## src/rtl/branch_pc_unit.sv

```systemverilog
// Program-counter owner and control-transfer resolver for the MIPS pipeline.
// Evaluates branch/jump conditions in EX, redirects fetch, flushes wrong-path work and drives jal link writes.
module branch_pc_unit #(
  parameter logic [31:0] PC_RESET     = 32'h0000_0000,
  parameter int unsigned FLUSH_CYCLES = 1
) (
  input  logic        Clk,
  input  logic        Rst,
  input  logic        Stall,
  input  logic        Valid,
  input  logic [2:0]  BranchJump,
  input  logic        Link,
  input  logic [31:0] PCPlus4_EX,
  input  logic [31:0] BranchOffset,
  input  logic [25:0] JumpIndex,
  input  logic [31:0] RsVal,
  input  logic [31:0] RtVal,
  output logic [31:0] PC,
  output logic [31:0] PCPlus4,
  output logic        Flush,
  output logic        LinkWrite,
  output logic [31:0] LinkAddr,
  output logic [15:0] TakenCount
);

  typedef enum logic {RUN, FLUSH} state_t;

  localparam logic [2:0] CNT_INIT = 3'(FLUSH_CYCLES - 1);
  localparam logic [2:0] BJ_JUMP  = 3'b011;

  state_t      state, state_next;
  logic [2:0]  cnt, cnt_next;
  logic [31:0] pc_next, link_addr_next, target;
  logic [15:0] count_next;
  logic        flush_next, link_write_next;
  logic        cond, taken, is_jal;

  assign PCPlus4 = PC + 32'd4;

  // Branch conditions treat RsVal as signed; 000 and 111 never transfer.
  always_comb begin
    cond = 1'b0;
    case (BranchJump)
      3'b001:  cond = (RsVal == RtVal);
      3'b010:  cond = (RsVal != RtVal);
      3'b011:  cond = 1'b1;
      3'b100:  cond = !RsVal[31];
      3'b101:  cond = !RsVal[31] && (RsVal != 32'd0);
      3'b110:  cond = RsVal[31] || (RsVal == 32'd0);
      default: cond = 1'b0;
    endcase
  end

  assign target = (BranchJump == BJ_JUMP) ? {PCPlus4_EX[31:28], JumpIndex, 2'b00}
                                          : PCPlus4_EX + (BranchOffset << 2);
  assign taken  = Valid && !Stall && (state == RUN) && cond;
  assign is_jal = taken && (BranchJump == BJ_JUMP) && Link;

  always_comb begin
    state_next      = state;
    cnt_next        = cnt;
    pc_next         = PC;
    flush_next      = Flush;
    link_write_next = LinkWrite;
    link_addr_next  = LinkAddr;
    count_next      = TakenCount;
    if (!Stall) begin
      link_write_next = 1'b0;
      case (state)
        RUN: begin
          if (taken) begin
            pc_next    = target;
            flush_next = 1'b1;
            cnt_next   = CNT_INIT;
            // A single-cycle flush needs no FLUSH state; RUN clears Flush on the next cycle.
            state_next = (FLUSH_CYCLES > 1) ? FLUSH : RUN;
            if (is_jal) begin
              link_write_next = 1'b1;
              link_addr_next  = PCPlus4_EX;
            end
            if (TakenCount != 16'hFFFF) count_next = TakenCount + 16'd1;
          end else begin
            pc_next    = PCPlus4;
            flush_next = 1'b0;
          end
        end
        FLUSH: begin
          pc_next = PCPlus4;
          if (cnt == 3'd0) begin
            flush_next = 1'b0;
            state_next = RUN;
          end else begin
            cnt_next = cnt - 3'd1;
          end
        end
        default: state_next = RUN;
      endcase
    end
  end

  always_ff @(posedge Clk) begin
    if (Rst) begin
      state      <= RUN;
      cnt        <= 3'd0;
      PC         <= PC_RESET;
      Flush      <= 1'b0;
      LinkWrite  <= 1'b0;
      LinkAddr   <= 32'd0;
      TakenCount <= 16'd0;
    end else begin
      state      <= state_next;
      cnt        <= cnt_next;
      PC         <= pc_next;
      Flush      <= flush_next;
      LinkWrite  <= link_write_next;
      LinkAddr   <= link_addr_next;
      TakenCount <= count_next;
    end
  end

endmodule

```

## config.mk

```make
export PLATFORM = sky130hd
export DESIGN_NAME = branch_pc_unit
export DESIGN_NICKNAME = d
export VERILOG_FILES = /design/src/rtl/branch_pc_unit.sv
export SDC_FILE = /design/constraint.sdc
export NUM_CORES = 1
export LEC_CHECK = 0
export ABC_AREA = 1
export CAP_MARGIN = 20
export CORE_ASPECT_RATIO = 1.4
export CORE_MARGIN = 2
export CORE_UTILIZATION = 25
export CTS_CLUSTER_SIZE = 8
export DETAILED_ROUTE_END_ITERATION = 16
export DONT_BUFFER_PORTS = 1
export SLEW_MARGIN = 5
export SYNTH_ARGS = -nofsm -noshare
export SYNTH_HDL_FRONTEND = slang
export SYNTH_SLANG_ARGS = --single-unit
```

## constraint.sdc

```tcl
create_clock -name Clk -period 2.8 [get_ports Clk]
set_input_delay 0.42 -clock Clk [delete_from_list [all_inputs] [get_ports Clk]]
set_output_delay 0.42 -clock Clk [all_outputs]
set_load 0.01 [all_outputs]
```

==> impl_metrics.ini <==
[status]
status = complete, no violations

[floorplan]
core.rowCount = 76
die_x_microns = 153
fp.dieH_microns = 212
placeableCoreArea_sq_um = 30600
ios = 276
start_util_pct = 25.3
dieArea_sq_um = 32500

[sta]
hold_viol_final = 0
holdWs_ns = 0.116
max_freq_mhz = 368
slew_headroom_pct = 63.3
period_share_pct = 97.0
worst_pin_slew_ns = 0.545
period_minus_slack_ns = 2.72
setup_viol = 0
drv_slew = 0
skew_ns = 0.00751

[cts]
clk_pin_slew_ns = 0.07
cts_root_buf = clkbuf_16
clockBufferDepth = 2
hold_buffers = 0
cts_tree = done
cts_setup_buffers = 0
clock-sinks = 86
htreeDepth = 3
clk_latency_ns = 0.37
cts_buffers = 9

[yosys]
ys_types = 41
synth_area_leaders = dfxtp_1 (22%), nand2_1 (21%), inv_1 (9.4%), nor2_1 (8.8%), nand3_1 (5.7%)
ys_seq_area_share_pct = 22.2
netlist_instances = 1352
synth_warnings = 0
synth_common_cells = nand2_1 (438), inv_1 (195), nor2_1 (182), nand3_1 (88), dfxtp_1 (86)
synthArstFlopShare_pct = 0
synth_ff_type = dfxtp_1
syn-num-nets = 1548
synth_top_cell_by_area = dfxtp_1
synth_edf_count = 0
syn_area_sq_um = 7760
syn_area_per_cell_sq_um = 5.74
synth_top_area_share_pct = 22.2
synth.most_common_cell = nand2_1
ys_ff_latch = 86

[global_route]
grt_use_total_pct = 17.6
grt-ovfl-total = 0
grt_max_degree = 56
grt_first_pass_wirelength_microns = 44000
antenna_found_initial = 0
grt_pass1_vias = 7931

[placement]
portBuffers = 0
place.gp.congestion = 0.912
placed_area_sq_um = 8300
dp_hpwl_microns = 24000

[worst_setup_path]
critPathMaxStageDelay_ns = 0.46
cp.arrival_ns = 2.30
endpoint_kind = primary output
worstSetupPathType = flop to primary output
slowest_stage = dfxtp_1
cp-start-kind = flop
path_cells = inv_1 > nor3_1 > inv_1 > nor2_4 > nand2_2 > nor2_4 > nand2_1 > xor2_1 > buf_4
rr_worst_depth = 11
worst-path-max-fanout = 4
critPathRequiredTime_ns = 2.38

[power]
vdd.ir_drop.worst_mv = 0.250
power.density_nw_per_um2 = 398
p_leak_nw = 4.07

[routing]
drcViolationCount = 0
via_per_inst = 4.70
antenna_left = 0
drt_iter0_drc = 563
first_pass_iters = 5
wire_per_inst_microns = 16.7
vias = 8215
routed_wl_microns = 29200

[cells_and_area]
fillCellCount = 3492
diodes = 0
fin_area_sq_um = 8630
syn_to_final_growth_pct = 11.3
layout.nets = 1548
drive_gt1_share_pct = 6.04

[worst_hold_path]
hold_depth = 1
hold_path.class = input port to flop

[run]
maxCapViolCount = 0
final timing paths:
path                            slack, ns             endpoint                 from
worst min register to register       0.46  cnt[1]$_SDFFE_PP0P_  cnt[1]$_SDFFE_PP0P_
worst max-delay path                 0.08          PCPlus4[24]  PC[12]$_SDFFE_PP0N_
worst max register to register       0.50  PC[26]$_SDFFE_PP0N_   PC[3]$_SDFFE_PP0N_
worst min-delay path                 0.12   PC[1]$_SDFFE_PP0P_                  Rst
critical path: cells and delay by family (launching register included):
family | cells | cell delay (ns)
and+or+nand+nor | 5 | 0.84
xor gates and xnor gates | 1 | 0.18
buffers and inverters | 3 | 0.43
DFF | 1 | 0.46
routing by layer:
layer	GRT usage (%)	part of all wire [%]	vias to the layer above
li1	-	-	4191
met1	20.0	40	3733
met2	30.6	49	245
met3	5.22	7.2	46
met4	7.76	3.5	0
met5	0	0	-
repair_timing:
item                       in CTS  in global routing
pin swaps                       2                  0
setup endpoints to repair       5                  6
resized for setup               8                  6
cell families (layout without fill, tap and decap cells):
kind of cell	count (synthesis)	count (layout)	share of synthesized area, %
and+or+nand+nor	784	784	41.8
muxes	1	1	0.129
buffers and inverters	238	243	12.4
DFF	86	86	22.2
AOI/OAI and AO/OA	134	134	9.39
xor gates and xnor gates	75	75	8.47
adders and majority gates	34	34	5.58
cell type report:
cell class	count	area [sq um]	share of cell area, %
Inverter	197	739	8.56
Sequential cell	86	1730	20.0
Timing Repair Buffer	30	263	3.04
Clock buffer	10	239	2.77
Clock inverter	6	52.6	0.609
Tap cell	390	488	5.65
Multi-Input combinational cell	1028	5120	59.3
where the power goes:
group	switching (mW)	total (mW)	internal [mW]
Combinational	0.570	0.892	0.321
Sequential	0.0510	1.31	1.26
Clock	0.594	1.23	0.640
state kept, by name, indices dropped and copies added (netlist names):
| signal | count |
|---|---|
| Flush | 1 |
| state | 1 |
| LinkAddr | 32 |
| LinkWrite | 1 |
| PC | 32 |
| cnt | 3 |
| TakenCount | 16 |
placed cells by master (no fill, tap or decap), types with 5 or more instances in the layout:
master	instances
nor2_1	181
nand2_1	436
inv_1	195
o21ai_1	8
dfxtp_1	81
buf_4	27
nand4_1	19
ha_1	33
clkbuf_16	9
nand2_2	6
xor2_1	41
o21bai_1	10
nand3_1	88
nor3_1	23
or2_2	10
xnor2_1	32
o21ai_0	20
o211ai_1	5
a21oi_1	82
through the flow:
step / total power [mW] / instances / util, % / setup WS [ns] / TNS [ns]
5_1_grt: 3.66 / 1747 / 28.2 / -0.00624 / -0.00624
6_report: 3.44 / 1747 / 28.2 / 0.0831 / 0
4_1_cts: 3.50 / 1747 / 28.1 / 0.0159 / 0
2_1_floorplan: 1.98 / 1352 / - / 0.682 / 0
3_5_place_dp: 2.23 / 1731 / 27.1 / 0.245 / 0
3_3_place_gp: 2.22 / 1731 / 27.1 / 0.289 / 0
Note: power is estimated with default switching activity, not from simulation.
